===== src/rtl/bp_cfg_sequencer.sv =====
// Boot-time configuration sequencer: for every core it issues freeze, core id and
// two LCE ids, then sweeps all cores again to unfreeze them. Every output is a decode
// of registered state, so cfg_ready_i never reaches an output combinationally.
module bp_cfg_sequencer #(
    parameter int num_core_p       = 2,
    parameter int cfg_addr_width_p = 4,
    parameter int cfg_data_width_p = 16,
    localparam int core_width_lp   = (num_core_p > 1) ? $clog2(num_core_p) : 1
) (
    input  logic                        clk_i,
    input  logic                        reset_i,
    input  logic                        start_i,
    output logic                        cfg_v_o,
    input  logic                        cfg_ready_i,
    output logic [core_width_lp-1:0]    cfg_core_o,
    output logic [cfg_addr_width_p-1:0] cfg_addr_o,
    output logic [cfg_data_width_p-1:0] cfg_data_o,
    output logic                        busy_o,
    output logic                        done_o
);

    typedef enum logic [1:0] {
        IDLE     = 2'd0,
        CONFIG   = 2'd1,
        UNFREEZE = 2'd2,
        DONE     = 2'd3
    } state_e;

    localparam logic [core_width_lp-1:0] last_core_lp = core_width_lp'(num_core_p - 1);

    state_e                   state_q, state_d;
    logic [core_width_lp-1:0] core_q, core_d;
    logic [1:0]               step_q, step_d;

    logic                     accept;
    logic [31:0]              core_ext;
    logic [31:0]              step_data;

    assign accept   = cfg_v_o & cfg_ready_i;
    assign core_ext = 32'(core_q);

    // State register: synchronous reset wins over everything, including a pending handshake.
    always_ff @(posedge clk_i) begin
        // NOTE: non-blocking assignments here so every flop samples the pre-edge values
        // of the others; blocking would create order-dependent simulation races.
        if (reset_i) begin
            state_q <= IDLE;
            core_q  <= '0;
            step_q  <= '0;
        end else begin
            state_q <= state_d;
            core_q  <= core_d;
            step_q  <= step_d;
        end
    end

    // Next-state logic: counters advance only on an accepted write.
    always_comb begin
        // NOTE: defaults first so every path assigns every variable; a missed branch
        // would otherwise infer a latch.
        state_d = state_q;
        core_d  = core_q;
        step_d  = step_q;
        unique case (state_q)
            IDLE, DONE: begin
                if (start_i) begin
                    state_d = CONFIG;
                    core_d  = '0;
                    step_d  = '0;
                end
            end
            CONFIG: begin
                if (accept) begin
                    step_d = step_q + 2'd1;
                    if (step_q == 2'd3) begin
                        if (core_q == last_core_lp) begin
                            state_d = UNFREEZE;
                            core_d  = '0;
                        end else begin
                            core_d = core_q + core_width_lp'(1);
                        end
                    end
                end
            end
            UNFREEZE: begin
                if (accept) begin
                    if (core_q == last_core_lp) begin
                        state_d = DONE;
                        core_d  = '0;
                    end else begin
                        core_d = core_q + core_width_lp'(1);
                    end
                end
            end
            default: state_d = IDLE;
        endcase
    end

    // Write payload for the current CONFIG step: freeze, core id, lce id 0, lce id 1.
    always_comb begin
        step_data = 32'd0;
        unique case (step_q)
            2'd0: step_data = 32'd1;
            2'd1: step_data = core_ext;
            2'd2: step_data = core_ext << 1;
            2'd3: step_data = (core_ext << 1) | 32'd1;
            default: step_data = 32'd0;
        endcase
    end

    // Output decode: payload is held constant by the registers while a write stalls.
    always_comb begin
        cfg_v_o    = 1'b0;
        cfg_core_o = '0;
        cfg_addr_o = '0;
        cfg_data_o = '0;
        busy_o     = 1'b0;
        done_o     = 1'b0;
        unique case (state_q)
            CONFIG: begin
                cfg_v_o    = 1'b1;
                busy_o     = 1'b1;
                cfg_core_o = core_q;
                cfg_addr_o = cfg_addr_width_p'(step_q);
                cfg_data_o = cfg_data_width_p'(step_data);
            end
            UNFREEZE: begin
                cfg_v_o    = 1'b1;
                busy_o     = 1'b1;
                cfg_core_o = core_q;
            end
            DONE:    done_o = 1'b1;
            default: ;
        endcase
    end

endmodule


===== config.mk =====
export PLATFORM = sky130hd
export DESIGN_NAME = bp_cfg_sequencer
export DESIGN_NICKNAME = d
export VERILOG_FILES = /design/src/rtl/bp_cfg_sequencer.sv
export SDC_FILE = /design/constraint.sdc
export NUM_CORES = 1
export LEC_CHECK = 0
export ABC_AREA = 0
export BUFFER_PORTS_ARGS = -buffer_cell sky130_fd_sc_hd__buf_2
export CORE_AREA = 4 4 41 43
export DETAILED_ROUTE_END_ITERATION = 10
export DIE_AREA = 0 0 45 47
export PLACE_DENSITY = 0.75
export SYNTH_ARGS = -nofsm -noshare
export SYNTH_HDL_FRONTEND = slang
export SYNTH_SLANG_ARGS = --single-unit

===== constraint.sdc =====
create_clock -name clk_i -period 2.3 [get_ports clk_i]
set_clock_uncertainty 0.1 [all_clocks]
set_input_delay 0.46 -clock clk_i [delete_from_list [all_inputs] [get_ports clk_i]]
set_output_delay 0.46 -clock clk_i [all_outputs]
set_load 0.1 [all_outputs]

# Yosys cells after proc, flatten, opt, wreduce, memory -nomap -nowiden
# Cells that the tools add are included.
[op_classes]
shift = 0
eq_ne = 12
order_cmp = 0
n_div = 0
mux = 22
bitwise_logic = 1
n_addsub = 2
multipliers = 0
n_reduce_logical = 8
[op_table]
columns = ["cell", "count"]
rows = [
  ["one-hot mux 16 bit (4 select lines)", 1],
  ["two-way mux 2 bit", 9],
  ["two-way mux 16 bit", 1],
  ["!= test 2 bit (second input constant)", 6],
  ["== test 2 bit (second input constant)", 4],
  ["two-way mux 1 bit", 8],
  ["one-hot mux 2 bit (3 select lines)", 1],
  ["AND reduction 6 bit", 1],
  ["== test 2 x 1 -> 1 bit (second input constant)", 2],
  ["zero test 2 bit", 2],
  ["one-hot mux 2 bit (2 select lines)", 1],
  ["AND reduction 4 bit", 1],
  ["OR reduction 2 bit", 2],
  ["one-hot mux 1 bit (3 select lines)", 1],
  ["AND reduction 3 bit", 1],
  ["adder 2 x 1 -> 2 bit (second input constant)", 1],
  ["nonzero test 2 bit", 1],
  ["adder 1 bit (second input constant)", 1],
  ["bitwise AND 1 bit", 1],
]
[word_totals]
mem_bits_rw = 0
regBits = 5
inputBits = 4
latch_bits = 0
out_inout_bits = 24
romBits = 0
word_cells = 48
memories = 0

# Longest topological paths before layout
[depth]
word_depth = 6
mapped_depth = 6
ltp_nobuf = 6

# Worst setup path before layout
# Ideal clock, no wire load.
[synth_path]
kind = "register -> output"
from = "register step_q[0]"
to = "output port cfg_data_o[1]"
n_path_buf = 0
path_slack_ps = -986
arrival_ps = 2726
path_stages_with_launch = 4
t_required_ps = 1740
path_cell_list = "dfxtp_1 inv_1 ha_1 nor3_1"
[synth_via]
elab_chain_cells = 3
word_cells_on_any_way = 6
classes_between = "eq/ne: 3; mux: 2; reduce/logical: 1"
[synth_rtl]
columns = ["item", "line_no", "rtl"]
rows = [
  ["start: declaration", "33", "logic [1:0] step_q, step_d;"],
  ["start signal: assignment", "53", "step_q <= step_d;"],
  ["== test 2 bit, or another cell as far along", "102", "unique case (step_q)"],
  ["one-hot mux 16 bit (4 select lines) *", "102", ""],
  ["two-way mux 16 bit *", "119", "unique case (state_q)"],
  ["end: declaration", "17", "output logic [cfg_data_width_p-1:0] cfg_data_o,"],
]
# Every way passes the cells marked *; elsewhere a longest branch is shown, timed or not. The select of a mux whose other input is x is not followed.

# Worst setup path in the final report
[layout_path]
from = "register state_q[0]"
to = "output port cfg_v_o"
[layout_via]
elab_chain_cells = 3
word_cells_on_any_way = 4
classes_between = "eq/ne: 2; mux: 1; reduce/logical: 1"
[layout_rtl]
columns = ["item", "line_no", "rtl"]
rows = [
  ["start: declaration", "31", "state_e state_q, state_d;"],
  ["start signal: assignment", "51", "state_q <= state_d;"],
  ["== test 2 bit or == test 2 x 1 -> 1 bit (tied branches)", "119", ""],
  ["OR reduction 2 bit (no line) *", "--", ""],
  ["two-way mux 1 bit *", "119", ""],
  ["end: declaration", "13", "output logic cfg_v_o,"],
]
# Every way passes the cells marked *; elsewhere a longest branch is shown, timed or not.

==> flow_metrics.env <==
export IMPL_status="finished, final reports clean"
export IMPL_path_class="flip-flop to output pin"
export IMPL_gp_congestion=0.7842
export IMPL_synth_seq_cells=5
export IMPL_synth_area_leader_cell="buf_4"
export IMPL_grt_overflow=0
export IMPL_cts_tree="done"
export IMPL_cts_resized=0
export IMPL_rr_startpoint="state_q[0]"
export IMPL_dr_total_vias=414
export IMPL_hold_viol_final=0
export IMPL_avgSynthCellArea_um2=8.478
export IMPL_nNetsFinal=93
export IMPL_cts_root_buf="clkbuf_4"
export IMPL_timing_setup_tns_ns=0
export IMPL_synth_top_area_share=0.2247
export IMPL_io_pins=28
export IMPL_cp_max_fo=8
export IMPL_maxCapViolCount=0
export IMPL_hp_class="primary input to flip-flop"
export IMPL_seq_area_frac_synth=0.1762
export IMPL_grt_pass1_wl_mm=1.393
export IMPL_area_growth_pct=9.692
export IMPL_synth_warnings=0
export IMPL_die_y_um=47
export IMPL_wl_per_cell_um=9.716
export IMPL_rsz0062_at_grt="false"
export IMPL_core_rowCount=13
export IMPL_post_cts_buffers=0
export IMPL_cts_max_path_buffers=2
export IMPL_crit_start="state_q[0]"
export IMPL_fin_crit_sh=0.9529
export IMPL_fin_crit_ns=2.192
export IMPL_ctsHoldBuffers=0
export IMPL_viasPerCell=4.358
export IMPL_synth_most_common_cell="buf_4"
export IMPL_yosysUniqueCellTypes=21
export IMPL_ant_nets=0
export IMPL_cts_buffers=3
export IMPL_netlist_area_um2=568.0
export IMPL_synth_async_reset_ratio=0
export IMPL_clkTransAtPathRegs_ns=0.05
export IMPL_critPathRequiredTime_ns=1.74
export IMPL_slew_violations=0
export IMPL_setup_viol=0
export IMPL_portBuffers=11
export IMPL_dp_hpwl_um=776.7
export IMPL_endpoint_kind="output pin"
export IMPL_drc=0
export IMPL_yosys_top_cells_area="buf_4 22%, dfxtp_1 18%, ha_1 18%"
export IMPL_die_width_um=45
export IMPL_core_area_um2=1301
export IMPL_design_area_um2=623.1
export IMPL_grt_max_degree=9
export IMPL_synth_edf_count=0
export IMPL_htree_levels=1
export IMPL_drive_gt1_frac=0.2375
export IMPL_antenna_found_initial=0
export IMPL_synthFlopType="dfxtp_1"
export IMPL_drtPass1Iterations=3
export IMPL_track_usage=0.09415
export IMPL_post_route_util=0.4788
export IMPL_antenna_cells=0
export IMPL_place_area_um2=596.8
export IMPL_routed_wl_um=923
export IMPL_start_util=0.4365
export IMPL_cts_sinks=5
export IMPL_fmax_ghz=0.4563
export IMPL_clk_latency_ns=0.24
export IMPL_cp_start_kind="flip-flop"
export IMPL_fillCellCount=129
export IMPL_hold_worst_slack_ns=0.3443
export IMPL_die_area_um2=2115
export IMPL_yosys_top_cells_count="17 x buf_4, 8 x ha_1, 5 x dfxtp_1, 5 x inv_1, 5 x nor2b_1"
export IMPL_synth_cells=67
export IMPL_dr_first_iter_drc_count=4
export IMPL_worstPathArrival_ns=1.63
export IMPL_worstHoldStart="reset_i"
export IMPL_grt_pass1_vias=356
-- critical path, stage by stage (launching register included) --
cell	delay, ns
dfxtp_1	0.39
inv_1	0.07
ha_1	0.41
clkinvlp_4	0.11
buf_2	0.42
-- flip-flops by register name, summed over array words and instances, names as in the netlist --
register and flops:
core_q 1, state_q 2, step_q 2
-- worst paths after layout --
path                              endpoint  slack (ns)  cells past startpoint
worst min-delay path             step_q[1]        0.34                      2
worst max-delay path               cfg_v_o        0.11                      4
worst min register to register  state_q[1]        0.48                      2
worst max register to register  state_q[1]        0.25                      6
-- metrics by stage --
stage / cells / worst slack, ns
finish: 95 / 0.1082
global route: 95 / 0.02878
CTS: 95 / 0.09360
detailed placement: 91 / 0.2658
global placement: 91 / 0.3309
floorplan: 82 / -0.1459
-- cells by family after synthesis --
group / share of synthesized area
DFF: 0.1762
AOI/OAI and AO/OA: 0.1168
other: 0.006602
and+or+nand+nor: 0.2136
adders and majority gates: 0.1762
muxes: 0.05287
buffers and inverters: 0.2577
-- layout by cell type (no fill, tap or decap), drive strengths merged --
master	count
nand3	1
and2	2
mux2i	3
a2111oi	1
nor3	2
nand2b	1
o21bai	1
and2b	1
conb	16
a21oi	3
clkinvlp	1
a211oi	1
a311oi	1
nor4b	1
nor2b	5
dfxtp	5
clkbuf	4
nand2	3
ha	8
nor2	4
buf	11
inv	4
or2	1
-- layer usage --
metal  track usage  vias up  wire length (µm)
met2        0.1554       16               458
met3       0.03448        0                80
met4       0.06433        0                 0
met1        0.1005      187               384
met5             0        -                 0
li1              -      211                 -
-- final cells by class --
cell class	instances	area, µm²	area share
tap	15	18.77	0.03012
multi-input combinational	55	385.4	0.6185
sequential	5	100.1	0.1606
inverter	5	22.52	0.03614
clock buffer	4	26.28	0.04217
timing repair buffer	11	70.07	0.1124
Power is not shown: default switching activity piles up to over one toggle a cycle in this logic, so the estimate is an artifact.
